==> src/rtl/mpc_input_ctrl.sv <==
// mpc_input_ctrl -- ingress controller for one write port of the multi-port cache.
//
// Parses the packet header word and passes DA, priority and the head block
// address to the queue manager. Prefetches free block addresses from the
// allocator into a small FIFO, and issues one SRAM write address per
// received word. Every word, header included, uses one block address.
//
// Optional feature: define MPC_IC_LEN_CHECK_EN to add o_len_err. It flags a
// word count that disagrees with the header length, or a packet that had a
// word arrive while the address FIFO was empty.
//
// Ports:
//   i_clk, i_rst_n     clock (rising edge), asynchronous active-low reset
//   i_blk_addr_vld/i_blk_addr   free-address grant from the allocator
//   i_sop, i_eop       1-cycle packet start / end pulses
//   i_wr_vld/i_wr_data input words; the first word after i_sop is the header
//   o_sop, o_hdr_vld, o_blk_addr_vld   1-cycle header pulses
//   o_da, o_prority, o_blk_addr        header fields, held until next header
//   o_eop              packet end pulse to the queue manager
//   o_sram_addr_vld/o_sram_addr        per-word SRAM write address
//   o_addr_req         level request to the allocator, one request per high cycle
//   o_len_err          (MPC_IC_LEN_CHECK_EN only) length error, pulses with o_eop

module mpc_input_ctrl #(
    parameter int ADDR_FIFO_DEPTH = 4,
    parameter int BLK_ADDR_WIDTH  = 10,
    parameter int DATA_WIDTH      = 32,
    parameter int DA_WIDTH        = 4,
    parameter int PRORITY_WIDTH   = 3
) (
    input  logic                      i_clk,
    input  logic                      i_rst_n,
    input  logic                      i_blk_addr_vld,
    input  logic [BLK_ADDR_WIDTH-1:0] i_blk_addr,
    input  logic                      i_sop,
    input  logic                      i_wr_vld,
    input  logic [DATA_WIDTH-1:0]     i_wr_data,
    input  logic                      i_eop,
    output logic                      o_sop,
    output logic [DA_WIDTH-1:0]       o_da,
    output logic [PRORITY_WIDTH-1:0]  o_prority,
    output logic                      o_hdr_vld,
    output logic [BLK_ADDR_WIDTH-1:0] o_blk_addr,
    output logic                      o_blk_addr_vld,
    output logic                      o_eop,
    output logic [BLK_ADDR_WIDTH-1:0] o_sram_addr,
    output logic                      o_sram_addr_vld,
    output logic                      o_addr_req
`ifdef MPC_IC_LEN_CHECK_EN
    , output logic                    o_len_err
`endif
);

    localparam int PTR_W   = $clog2(ADDR_FIFO_DEPTH);
    localparam int CNT_W   = PTR_W + 1;
    localparam int PRI_LSB = DA_WIDTH;
    localparam int LEN_LSB = DA_WIDTH + PRORITY_WIDTH;
    localparam int LEN_W   = 10;

    localparam logic [1:0] ST_IDLE = 2'd0;
    localparam logic [1:0] ST_HDR  = 2'd1;
    localparam logic [1:0] ST_DATA = 2'd2;

    logic [1:0]                state;
    logic [BLK_ADDR_WIDTH-1:0] fifo_mem [ADDR_FIFO_DEPTH];
    logic [PTR_W-1:0]          wr_ptr;
    logic [PTR_W-1:0]          rd_ptr;
    logic [CNT_W-1:0]          fifo_cnt;
    logic [CNT_W-1:0]          fifo_cnt_nxt;
    logic [CNT_W-1:0]          outstanding;
    logic [CNT_W-1:0]          outstanding_nxt;
    logic                      fifo_empty;
    logic                      fifo_full;
    logic                      word_in;
    logic                      push;
    logic                      pop;

    assign word_in    = i_wr_vld && (state == ST_HDR || state == ST_DATA);
    assign fifo_empty = (fifo_cnt == '0);
    assign fifo_full  = (fifo_cnt == CNT_W'(ADDR_FIFO_DEPTH));
    assign push       = i_blk_addr_vld && !fifo_full;
    assign pop        = word_in && !fifo_empty;

    always_comb begin
        fifo_cnt_nxt = fifo_cnt;
        if (push && !pop)
            fifo_cnt_nxt = fifo_cnt + 1'b1;
        else if (pop && !push)
            fifo_cnt_nxt = fifo_cnt - 1'b1;
    end

    // Requests in flight: a request cycle adds one, a grant removes one.
    always_comb begin
        outstanding_nxt = outstanding;
        if (o_addr_req && !i_blk_addr_vld && outstanding != '1)
            outstanding_nxt = outstanding + 1'b1;
        else if (!o_addr_req && i_blk_addr_vld && outstanding != '0)
            outstanding_nxt = outstanding - 1'b1;
    end

    always_ff @(posedge i_clk) begin
        if (push)
            fifo_mem[wr_ptr] <= i_blk_addr;
    end

    // The request is evaluated on next-cycle occupancy so that the number of
    // granted plus in-flight addresses never exceeds the FIFO depth.
    always_ff @(posedge i_clk or negedge i_rst_n) begin
        if (!i_rst_n) begin
            wr_ptr      <= '0;
            rd_ptr      <= '0;
            fifo_cnt    <= '0;
            outstanding <= '0;
            o_addr_req  <= 1'b0;
        end else begin
            if (push)
                wr_ptr <= wr_ptr + 1'b1;
            if (pop)
                rd_ptr <= rd_ptr + 1'b1;
            fifo_cnt    <= fifo_cnt_nxt;
            outstanding <= outstanding_nxt;
            o_addr_req  <= ({1'b0, fifo_cnt_nxt} + {1'b0, outstanding_nxt})
                           < (CNT_W+1)'(ADDR_FIFO_DEPTH);
        end
    end

    always_ff @(posedge i_clk or negedge i_rst_n) begin
        if (!i_rst_n) begin
            state           <= ST_IDLE;
            o_sop           <= 1'b0;
            o_hdr_vld       <= 1'b0;
            o_blk_addr_vld  <= 1'b0;
            o_eop           <= 1'b0;
            o_da            <= '0;
            o_prority       <= '0;
            o_blk_addr      <= '0;
            o_sram_addr     <= '0;
            o_sram_addr_vld <= 1'b0;
        end else begin
            o_sop           <= 1'b0;
            o_hdr_vld       <= 1'b0;
            o_blk_addr_vld  <= 1'b0;
            o_eop           <= 1'b0;
            o_sram_addr_vld <= pop;
            if (pop)
                o_sram_addr <= fifo_mem[rd_ptr];
            case (state)
                ST_IDLE: begin
                    if (i_sop)
                        state <= ST_HDR;
                end
                ST_HDR: begin
                    if (i_wr_vld) begin
                        state          <= ST_DATA;
                        o_sop          <= 1'b1;
                        o_hdr_vld      <= 1'b1;
                        o_blk_addr_vld <= 1'b1;
                        o_da           <= i_wr_data[DA_WIDTH-1:0];
                        o_prority      <= i_wr_data[PRI_LSB +: PRORITY_WIDTH];
                        o_blk_addr     <= fifo_mem[rd_ptr];
                    end
                end
                ST_DATA: begin
                    if (i_eop) begin
                        state <= ST_IDLE;
                        o_eop <= 1'b1;
                    end
                end
                default: state <= ST_IDLE;
            endcase
        end
    end

`ifdef MPC_IC_LEN_CHECK_EN
    logic [LEN_W-1:0] hdr_len;
    logic [LEN_W-1:0] word_cnt;
    logic             empty_seen;
    logic [LEN_W:0]   exp_words;
    logic             unused_data;

    assign exp_words   = ({1'b0, hdr_len} + (LEN_W+1)'(3)) >> 2;
    assign unused_data = ^i_wr_data[DATA_WIDTH-1:LEN_LSB+LEN_W];

    always_ff @(posedge i_clk or negedge i_rst_n) begin
        if (!i_rst_n) begin
            hdr_len    <= '0;
            word_cnt   <= '0;
            empty_seen <= 1'b0;
            o_len_err  <= 1'b0;
        end else begin
            o_len_err <= 1'b0;
            if (state == ST_HDR && i_wr_vld) begin
                hdr_len    <= i_wr_data[LEN_LSB +: LEN_W];
                word_cnt   <= LEN_W'(1);
                empty_seen <= fifo_empty;
            end else if (state == ST_DATA) begin
                if (i_wr_vld) begin
                    if (word_cnt != '1)
                        word_cnt <= word_cnt + 1'b1;
                    if (fifo_empty)
                        empty_seen <= 1'b1;
                end
                if (i_eop)
                    o_len_err <= ({1'b0, word_cnt} != exp_words) || empty_seen;
            end
        end
    end
`else
    logic unused_data;
    assign unused_data = ^i_wr_data[DATA_WIDTH-1:LEN_LSB];
`endif

endmodule

==> config.mk <==
export PLATFORM = sky130hd
export DESIGN_NAME = mpc_input_ctrl
export DESIGN_NICKNAME = d
export VERILOG_FILES = /design/src/rtl/mpc_input_ctrl.sv
export SDC_FILE = /design/constraint.sdc
export NUM_CORES = 1
export LEC_CHECK = 0
export ABC_CLOCK_PERIOD_IN_PS = 2250
export BUFFER_PORTS_ARGS = -buffer_cell sky130_fd_sc_hd__buf_4
export CAP_MARGIN = 20
export CELL_PAD_IN_SITES_DETAIL_PLACEMENT = 1
export CELL_PAD_IN_SITES_GLOBAL_PLACEMENT = 2
export CORE_MARGIN = 2
export CORE_UTILIZATION = 34
export CTS_BUF_LIST = sky130_fd_sc_hd__clkbuf_16
export CTS_CLUSTER_DIAMETER = 100
export DETAILED_ROUTE_END_ITERATION = 8
export PLACE_DENSITY = 0.76
export REMOVE_ABC_BUFFERS = 1
export SETUP_SLACK_MARGIN = 0.15
export SLEW_MARGIN = 25
export SYNTH_ARGS = -nofsm -noshare
export SYNTH_HDL_FRONTEND = slang
export SYNTH_SLANG_ARGS = --single-unit
==> constraint.sdc <==
create_clock -name i_clk -period 2.25 [get_ports i_clk]
set_clock_uncertainty 0.05 [all_clocks]
set_input_delay 0.45 -clock i_clk [delete_from_list [all_inputs] [get_ports i_clk]]
set_output_delay 0.45 -clock i_clk [all_outputs]
set_load 0.005 [all_outputs]
==> metrics.md, run 1 <==
| Metric | Value |
|---|---|
| First-pass GRT wire length | 11.3 mm |
| Placed Instances | 404 |
| Max_slew headroom | 63.4% |
| Met2 usage | 22.2% |
| Clk_lat worst skew | between 0.3 and 0.4 ns |
| Met3 Use GR | just under 3% |
| M1 GR Usage | 17.4% |
| Yosys reg bits | between 80 and 90 |
| Total power | ~6.5 mW |
| Max_cap viols | 0 |
| RSZ-0062 raised after global routing | yes |
| Starting density of the core | 35.2% |
| H-tree levels | 3 |
| Slowest cell delay on critical path | 0.37 ns |
| CP delay by family, top | adder cells |
| Async set or reset register ratio after synthesis | 51.8% |
| R2R cell count | 10 |
| Post-Syn Area | roughly 0.0035 mm² |
| CTS sink count | a little over 80 |
| Area delta synth->final | 29.9% |
| Total CTS buffers | 9 |
| Final Non-Filler Cells | 425 |
| Critical Path Slowest Stage Cell | dfrtp_1 |
| Power Density | 1440 mW/mm² |
| Ant. Diodes | 0 |
| Via-to-Cell Ratio | between 4 and 5 |
| EDFF count, synth | 40 |
| Routability cong. | 0.693 |
| Worst hold slack | 0.0490 ns |
| Synth Flop Type | dfrtp_1 |
| Failing checks | negative setup slack |
| Hold Crit Class | in -> async |
| Via Count | 2002 |
| Share of cells above drive strength 1 | 50.0% |
| Core area | 0.00986 mm² |
| Global Route Usage Sum | 13.3% |
| Die X | 105 µm |
| Peak VDD IR | 573 µV |
| Final core occ | ~46% |
| DR WL/cell | 16.3 µm |
| CP Data Required Time | about 2.5 ns |
| Seq/Total Area, Yosys | around two thirds |
| Status | finished with violations |
| GRT Max-Usage Layer | met2 |
| Grt ovf | 0 |
| Critical path peak fanout | 2 |
| WL final | 6.92 mm |
| CP cell instances | inv_2 -> ha_4 -> and2_4 -> nand2_4 -> inv_4 -> mux2_4 -> xnor2_4 -> ha_1 -> or3_1 -> a31oi_1 |
| CP Class | reg -> reg |
| Crit path DAT | about 2.5 ns |
| Number of cells on the critical path | 10 |
| Nets | 352 |
| Syn Inst Count | ~210 |
| Max Root-Sink Buffers | 2 |
| Min cycle time layout | 2.26 ns |
| Syn Area/Cell | 16.6 µm² |
| Post-CTS Hold Buffers | 0 |
| Period utilisation layout | 100% |
| Leakage | 1.91 nW |
| Row cnt | 36 |
| Worst path bufs/invs | 2 |
| Worst Setup End Kind | flop |
| IO Pins | 81 |
| Final worst setup slack | -0.00852 ns |
| Yosys warns | 0 |
| Die area | 0.0110 mm² |
| Remaining DRCs | 0 |
| Final Hold Viols | 0 |
| DRT iter0 DRCs | 35 |
| Largest net degree at the start of global routing | 44 |
| Clk slew on worst S/H paths | 0.07 ns |
| CP Launch Type | flop |
| TritonCTS clock tree | built |
| Max-slew violations | 0 |
| Hpwl dp | 4.87 mm |
| Vias in the first global route | 2146 |
| Max frequency | approximately 440 MHz |
| Final setup viols | 1 |
| ANT nets after route | 0 |
| Tightest Pin Transition | ~0.55 ns |
| Port Buffers | 55 |
| Initial antenna violation count | 0 |
| Clk root buf | clkbuf_16 |
| Distinct cell type count after synthesis | 35 |
| Detailed Routing Iterations Pass 1 | 4 |
| Die Y | 105 µm |
## path summary, 6_finish.rpt
path	from	endpoint	slack, ns
max in group asynchronous	i_rst_n	wr_ptr[1]$_DFFE_PN0P_	1.71
min in group i_clk	i_blk_addr[1]	fifo_mem[0][1]$_DFFE_PP_	0.27
worst max-delay path	state[0]$_DFFE_PN0P_	o_addr_req$_DFF_PN0_	-0.009
worst max register to register	state[0]$_DFFE_PN0P_	o_addr_req$_DFF_PN0_	-0.009
worst min-delay path	i_rst_n	o_blk_addr[1]$_DFFE_PN0P_	0.05
worst min register to register	o_prority[2]$_DFFE_PN0P_	o_prority[2]$_DFFE_PN0P_	0.46
## worst register-to-register path, cell delays in order (launching register included)
cell and delay (ns):
dfrtp_1 0.37, inv_2 0.06, ha_4 0.26, and2_4 0.15, nand2_4 0.06, inv_4 0.06, mux2_4 0.32, xnor2_4 0.14
ha_1 0.27, or3_1 0.31, a31oi_1 0.14
## area by class of cell
cell class / instances / area [µm²]
clock buffers: 9 / 225
inverters: 16 / 62.6
clock inverters: 7 / 83.8
repair buffers: 74 / 563
fillers: 989 / 5350
well taps: 133 / 166
multi-input cells: 103 / 1130
flip-flops and latches: 83 / 2280
## sequential cells by signal, summed over array words and instances (netlist names)
signal           flops
o_sram_addr_vld      1
o_prority            3
fifo_mem            40
rd_ptr               2
o_blk_addr          10
o_sram_addr         10
fifo_cnt             3
o_eop                1
wr_ptr               2
outstanding          3
o_blk_addr_vld       1
o_da                 4
o_addr_req           1
state                2
## cells in the final DEF, fill, tap and decap left out, types with 4 or more instances in the layout
cell	netlist	routed
and2_2	4	4
buf_4	3	73
clkbuf_16	0	9
dfrtp_1	43	43
edfxtp_1	40	40
ha_1	17	15
inv_1	15	12
mux2_2	28	27
mux4_2	10	10
nand2_1	7	7
o21ai_0	4	4
xnor2_1	6	5
## synth_stat cells, types with 2 or more instances
library cell,instances,area (µm²)
nor2_1,2,7.51
mux2_2,28,315
ha_1,17,213
a221oi_1,2,17.5
buf_2,2,10.0
inv_1,15,56.3
mux4_2,10,225
buf_6,2,22.5
xnor2_1,6,52.6
o21ai_0,4,20.0
a31oi_1,2,12.5
edfxtp_1,40,1200
dfrtp_1,43,1080
and2_2,4,30.0
buf_4,3,22.5
nand2b_1,3,18.8
and2_1,2,12.5
nand2_1,7,26.3
## power breakdown
group          leakage [nW]  internal (mW)  switching [mW]
logic                 0.880           1.44            1.07
registers             0.880           2.15           0.308
clock network         0.154          0.884           0.630
total                  1.91           4.48            2.01
## through the flow
| step | cell area, µm² | worst slack (ns) | TNS [ns] |
|---|---|---|---|
| finish | 4510 | -0.00852 | -0.00852 |
| global route | 4510 | -0.0965 | -0.0965 |
| CTS | 4480 | -0.0409 | -0.0409 |
| detailed placement | 4100 | -0.182 | -0.182 |
| global placement | 4100 | -0.106 | -0.106 |
| floorplan | 3420 | -0.286 | -0.286 |
## logic make-up after synthesis
family | synth area share [%]
buffers and inverters | 3.31
DFF | 65.6
and+or+nand+nor | 4.07
adders and majority gates | 6.74
muxes | 15.9
AOI/OAI and AO/OA | 2.95
xor gates and xnor gates | 1.51
## routing by layer
layer	share of wire [%]	vias up
met1	44	1043
met3	3.3	5
met4	1.1	0
li1	-	920
met2	52	34
met5	0	-
## what timing repair did
action	CTS	global route
setup buffers	4	1
pin swaps	3	2
endpoints found under the setup margin	1	1
gates resized for setup	10	5
(Power assumes the default switching activity.)
==> run 2: changes to the inputs <==
ABC_CLOCK_PERIOD_IN_PS = 2700   (was 2250)
CORE_UTILIZATION = 40   (was 34)
PLACE_DENSITY = 0.83   (was 0.76)
clock period = 2.7 ns   (was 2.25 ns; I/O delays follow)
==> run 2 against run 1 <==
Net effect:
- the run now ends clean
- largest cell class unchanged
- hold slack gained 0.11 ns
- critical endpoint unchanged
- clock power down 26%
- largest power group is now registers
- routed wire length decreased by 8.4%
- sequential share of layout area grew 2.6 points
- cell count shrank 9.9%
==> metrics.md, run 2 (same netlist as run 1, synthesis figures left out) <==
| Metric | Value |
|---|---|
| TritonCTS clock tree | built |
| Core area | 0.00830 mm² (-16%) |
| Layout fillers | 804 (-19%) |
| Leakage | 1.82 nW (-4.9%) |
| Reg power frac | 41.5% (+3.6 points) |
| CTS sink count | 83 (unchanged) |
| Clk root buf | clkbuf_16 |
| RR Startpoint | state[1]$_DFFE_PN0P_ |
| ANT nets after route | 0 (unchanged) |
| Ant. Diodes | 0 (unchanged) |
| Biggest regs | fifo_mem x40, o_blk_addr x10, o_sram_addr x10 |
| DR WL/cell | 16.6 µm (+1.6%) |
| Max_slew headroom | 57.6% (-5.8 points) |
| Period utilisation layout | 89.2% (-11 points) |
| Detailed Routing Iterations Pass 1 | 4 (unchanged) |
| Status | finished, final reports clean |
| Hpwl dp | 4.46 mm (-8.4%) |
| Largest register by flop count | fifo_mem |
| Clk pwr share | 22.2% (-1.1 points) |
| IO Pins | 81 (unchanged) |
| Pre-CTS setup slack | 0.215 ns (+0.397 ns) |
| Setup TNS | 0 ns (+0.00852 ns) |
| Largest net degree at the start of global routing | 44 (unchanged) |
| Area delta synth->final | 23.6% |
| First-pass GRT wire length | 10.8 mm (-4.9%) |
| Max reg flops | 40 (unchanged) |
| Routability cong. | 0.728 (+5.1%) |
| CP startpoint | state[1]$_DFFE_PN0P_ |
| Final setup viols | 0 (-1) |
| Total CTS buffers | 9 (unchanged) |
| Crit path DAT | 2.61 ns (+0.15 ns) |
| Remaining DRCs | 0 (unchanged) |
| Top Layer Used | met4 |
| RSZ-0062 raised after global routing | no |
| Hold Crit Class | in -> async |
| Final Hold Viols | 0 (unchanged) |
| Max_cap viols | 0 (unchanged) |
| Peak VDD IR | 455 µV (-21%) |
| Initial antenna violation count | 0 (unchanged) |
| Most frequent cells in the layout | 59 x buf_4, 43 x dfrtp_1, 40 x edfxtp_1, 28 x mux2_2, 17 x ha_1 |
| Grt ovf | 0 (unchanged) |
| Power Density | 1170 mW/mm² (-18%) |
| Clk_lat worst skew | 0.33 ns (about the same) |
| Port Buffers | 55 (unchanged) |
| Vias in the first global route | 2058 (-4.1%) |
| Via Count | 1899 (-5.1%) |
| R2R cell count | 10 (unchanged) |
| Via-to-Cell Ratio | 4.96 (+5.3%) |
| Cell internal pwr | 3.46 mW (-23%) |
| Post-CTS Hold Buffers | 0 (unchanged) |
| Worst Setup End Kind | flop |
| Commonest non-fill, non-tap cell in the layout | buf_4 |
| Tightest Pin Transition | 0.636 ns (+0.0869 ns) |
| WL final | 6.34 mm (-8.4%) |
| Critical path peak fanout | 4 (+2) |
| Final worst setup slack | 0.290 ns (+0.299 ns) |
| Combinational share of power | 36.3% (-2.4 points) |
| Clk slew on worst S/H paths | 0.06 ns (about the same) |
| Max Root-Sink Buffers | 2 (unchanged) |
| Max frequency | 415 MHz (-6.3%) |
| Worst R2R End | o_addr_req$_DFF_PN0_ |
| Routed wl met2 | 3.01 mm (-16%) |
| Die Y | 97.2 µm (-7.5%) |
| Die area | 0.00944 mm² (-14%) |
| DRT iter0 DRCs | 74 (+110%) |
| Share of cells above drive strength 1 | 45.0% (-5.0 points) |
| Met3 wire len | 340 µm (+48%) |
| H-tree levels | 3 (unchanged) |
| Die X | 97.2 µm (-7.5%) |
| Starting density of the core | 41.9% (+6.6 points) |
| CP Class | reg -> reg |
| CP Launch Type | flop |
| Metal-1 WL | 2.90 mm (-4.8%) |
| Nets | 338 (-4.0%) |
| Sw power | 1.57 mW (-22%) |
| Min cycle time layout | 2.41 ns (+0.151 ns) |
| Row cnt | 33 (-8.3%) |
| Register-to-register setup slack | 0.29 ns (+0.30 ns) |
| Global Route Usage Sum | 14.7% (+1.4 points) |
| Switching Share | 31.2% (+0.22 points) |
| CP Data Required Time | 2.90 ns (+0.45 ns) |
| Max-slew violations | 0 (unchanged) |
## run 2: changes by cell type in the layout (fill, tap and decap cells not counted), sizes merged
cell      change
buf          -14
clkinvlp      +2
bufinv        -1
inv           -1
## run 2: worst max path at each step
stage,end,cells past startpoint
finish,o_addr_req$_DFF_PN0_,10
global route,o_addr_req$_DFF_PN0_,10
CTS,o_addr_req$_DFF_PN0_,10
detailed placement,o_addr_req$_DFF_PN0_,10
global placement,o_addr_req$_DFF_PN0_,10
floorplan,o_addr_req$_DFF_PN0_,10
## run 2: layout make-up
type	count	area [µm²]	share of cell area [%]
clock buffer	9	225	5.25
inverter	16	60.1	1.40
clock inverter	7	53.8	1.25
multi-input combinational	103	1090	25.4
timing repair buffer	60	454	10.6
tap	105	131	3.06
sequential	83	2280	53.0
## run 2: critical path, cell delays in order, from the launching register on
cell and delay (ns):
dfrtp_1 0.35, inv_1 0.09, ha_1 0.30, and2_4 0.15, nand2_2 0.08, inv_2 0.08, mux2_2 0.35, xnor2_2 0.15
ha_1 0.29, or3_1 0.30, a31oi_1 0.14
## run 2: power by group through the flow
stage          clock network (mW)  logic [mW]  registers, mW
2_1_floorplan                   0        1.06           2.07
3_3_place_gp                    0        1.75           2.09
3_5_place_dp                    0        1.81           2.13
4_1_cts                      1.15        1.84           2.10
5_1_grt                      1.21        2.04           2.16
6_report                     1.12        1.83           2.09
## run 2: metrics by stage
| step | instances | utilization [%] | cell area [µm²] | power, mW | hold slack, ns |
|---|---|---|---|---|---|
| global placement | 366 | 48.1 | 3990 | 3.84 | 0.438 |
| detailed placement | 366 | 48.1 | 3990 | 3.94 | 0.450 |
| global route | 383 | 51.7 | 4290 | 5.41 | 0.185 |
| floorplan | 202 | - | 3420 | 3.13 | 0.194 |
| finish | 383 | 51.7 | 4290 | 5.03 | 0.154 |
| CTS | 382 | 51.6 | 4280 | 5.09 | 0.169 |
## run 2: timing repair
action | CTS | global route
setup endpoints to repair | 1 | 1
pin swaps | 0 | 0
resized for setup | 1 | 3
setup buffers | 0 | 1
## run 2: routing by layer
layer | up-vias | global-route usage [%]
li1 | 887 | -
met1 | 956 | 19.9
met2 | 50 | 22.5
met3 | 6 | 3.67
met4 | 0 | 6.72
met5 | - | 0
==> run 3: changes to the inputs <==
ABC_CLOCK_PERIOD_IN_PS = 2670   (was 2700)
CORE_UTILIZATION = 37   (was 40)
PLACE_DENSITY = 0.78   (was 0.83)
clock period = 2.67 ns   (was 2.7 ns; I/O delays follow)
==> run 3 against run 2 <==
Net effect:
- design area increased by 1.5%
- hold slack got worse by 0.028 ns
- fmax decreased by 0.82%
- non-clock buffer count up 2
- combinational power is 4% higher
- critical endpoint unchanged
- largest power group unchanged
- highest routed layer unchanged
==> metrics.md, run 3 (same netlist as run 1, synthesis figures left out) <==
| Metric | Value |
|---|---|
| H-tree levels | 3 (unchanged) |
| Leakage | 1.85 nW (+1.6%) |
| Total power | 5.25 mW (+4.3%) |
| Via-to-Cell Ratio | 4.94 (-0.45%) |
| Core area | 0.00915 mm² (+10%) |
| Placed Instances | 372 (+1.6%) |
| CTS sink count | 83 (unchanged) |
| Grt ovf | 0 (unchanged) |
| Clk slew on worst S/H paths | 0.06 ns (about the same) |
| Global Route Usage Sum | 14.2% (-0.51 points) |
| Slowest cell delay on critical path | 0.36 ns (about the same) |
| Max reg flops | 40 (unchanged) |
| Total CTS buffers | 9 (unchanged) |
| Max_cap viols | 0 (unchanged) |
| Biggest regs | fifo_mem x40, o_blk_addr x10, o_sram_addr x10 |
| Initial antenna violation count | 0 (unchanged) |
| DRT iter0 DRCs | 70 (-5.4%) |
| Final worst setup slack | 0.240 ns (-0.0500 ns) |
| Commonest non-fill, non-tap cell in the layout | buf_4 |
| Critical path peak fanout | 4 (unchanged) |
| CP Data Required Time | 2.87 ns (-0.03 ns) |
| Power Density | 1200 mW/mm² (+2.7%) |
| Die Y | 101 µm (+3.8%) |
| CP Launch Type | flop |
| Port Buffers | 55 (unchanged) |
| Final core occ | 47.6% (-4.1 points) |
| Nets | 340 (+0.59%) |
| CP Class | reg -> reg |
| Routability cong. | 0.732 (+0.55%) |
| Setup TNS | 0 ns (unchanged) |
| Most frequent cells in the layout | 62 x buf_4, 43 x dfrtp_1, 40 x edfxtp_1, 28 x mux2_2, 16 x ha_1 |
| Area delta synth->final | 25.5% |
| Starting density of the core | 37.9% (-3.9 points) |
| Die X | 101 µm (+3.8%) |
| CP cell instances | inv_1 -> ha_4 -> and2_4 -> nand2_2 -> inv_2 -> mux2_2 -> xnor2_2 -> ha_1 -> or3_1 -> a31oi_1 |
| Row cnt | 35 (+6.1%) |
| Max-slew violations | 0 (unchanged) |
| M1 GR Usage | 18.1% (-1.8 points) |
| Met2 usage | 22.9% (+0.38 points) |
| Status | finished, final reports clean |
| DR WL/cell | 16.9 µm (+2.3%) |
| Largest net degree at the start of global routing | 44 (unchanged) |
| Max frequency | 412 MHz (-0.82%) |
| WL final | 6.62 mm (+4.5%) |
| Via Count | 1930 (+1.6%) |
| TritonCTS clock tree | built |
| Tightest Pin Transition | 0.555 ns (-0.0813 ns) |
| ANT nets after route | 0 (unchanged) |
| Worst Setup End Kind | flop |
| Share of cells above drive strength 1 | 45.7% (+0.75 points) |
| Clk root buf | clkbuf_16 |
| Pre-CTS setup slack | 0.153 ns (-0.0626 ns) |
| Hpwl dp | 4.63 mm (+3.9%) |
| Final setup viols | 0 (unchanged) |
| Post-CTS Hold Buffers | 0 (unchanged) |
| RSZ-0062 raised after global routing | no |
| Period utilisation layout | 91.0% (+1.8 points) |
| Ant. Diodes | 0 (unchanged) |
| Peak VDD IR | 356 µV (-22%) |
| Crit path DAT | 2.63 ns (+0.02 ns) |
| Met3 Use GR | 3.68% (+0.0064 points) |
| First-pass GRT wire length | 10.8 mm (unchanged) |
| IO Pins | 81 (unchanged) |
| Critical Path Slowest Stage Cell | mux2_2 |
| GRT Max-Usage Layer | met2 |
| Min cycle time layout | 2.43 ns (+0.0200 ns) |
| Vias in the first global route | 2078 (+0.97%) |
| Max_slew headroom | 63.0% (+5.4 points) |
| Largest register by flop count | fifo_mem |
| Die area | 0.0102 mm² (+7.8%) |
| Max Root-Sink Buffers | 2 (unchanged) |
| Final Hold Viols | 0 (unchanged) |
| Final Non-Filler Cells | 391 (+2.1%) |
| Detailed Routing Iterations Pass 1 | 4 (unchanged) |
| Hold Crit Class | in -> async |
| Clk_lat worst skew | 0.34 ns (about the same) |
| Remaining DRCs | 0 (unchanged) |
==> run 3: cell type report <==
type,count,area [µm²]
Multi-Input combinational cell,103,1100
Clock buffer,11,275
Inverter,16,60.1
Tap cell,111,139
Fill cell,898,4790
Sequential cell,83,2280
Timing Repair Buffer,62,465
Clock inverter,5,38.8
==> run 3: path summary, 6_finish.rpt <==
kind,startpoint,end,slack (ns),cells after the start
hold / removal,i_rst_n,o_sram_addr[8]$_DFFE_PN0P_,0.13,1
setup / recovery,state[1]$_DFFE_PN0P_,o_addr_req$_DFF_PN0_,0.24,10
min in group i_clk,i_blk_addr[1],fifo_mem[2][1]$_DFFE_PP_,0.35,1
hold reg to reg,o_prority[2]$_DFFE_PN0P_,o_prority[2]$_DFFE_PN0P_,0.46,1
setup reg to reg,state[1]$_DFFE_PN0P_,o_addr_req$_DFF_PN0_,0.24,10
max in group asynchronous,i_rst_n,o_sram_addr[9]$_DFFE_PN0P_,2.05,1
==> run 3: routing by layer <==
layer	wire, µm	up-vias	part of all wire (%)
met4	119	0	1.8
met3	247	10	3.7
met1	2910	993	44
met5	0	-	0
li1	-	891	-
met2	3350	36	51
==> run 3: timing repair <==
item	CTS	global route
buffers inserted	0	3
endpoints found under the hold margin	0	0
gates resized for setup	2	2
setup endpoints to repair	1	1
==> run 3: through the flow <==
stage	instance area, µm²	hold slack, ns
global placement	4000	0.439
global route	4360	0.171
floorplan	3420	0.188
detailed placement	4000	0.446
finish	4360	0.126
CTS	4320	0.150
==> run 3: critical path: cells and delay by family (launching register included) <==
family	cells	cell delay (ns)
AOI/OAI and AO/OA	1	0.16
xor gates and xnor gates	1	0.15
adders and majority gates	2	0.57
buffers and inverters	2	0.18
DFF	1	0.35
muxes	1	0.36
and+or+nand+nor	3	0.51
==> run 3: where the power goes <==
group          switching, mW  internal, mW  total (mW)
Combinational          0.832          1.08        1.91
Sequential             0.255          1.81        2.07
Clock                  0.520         0.752        1.27
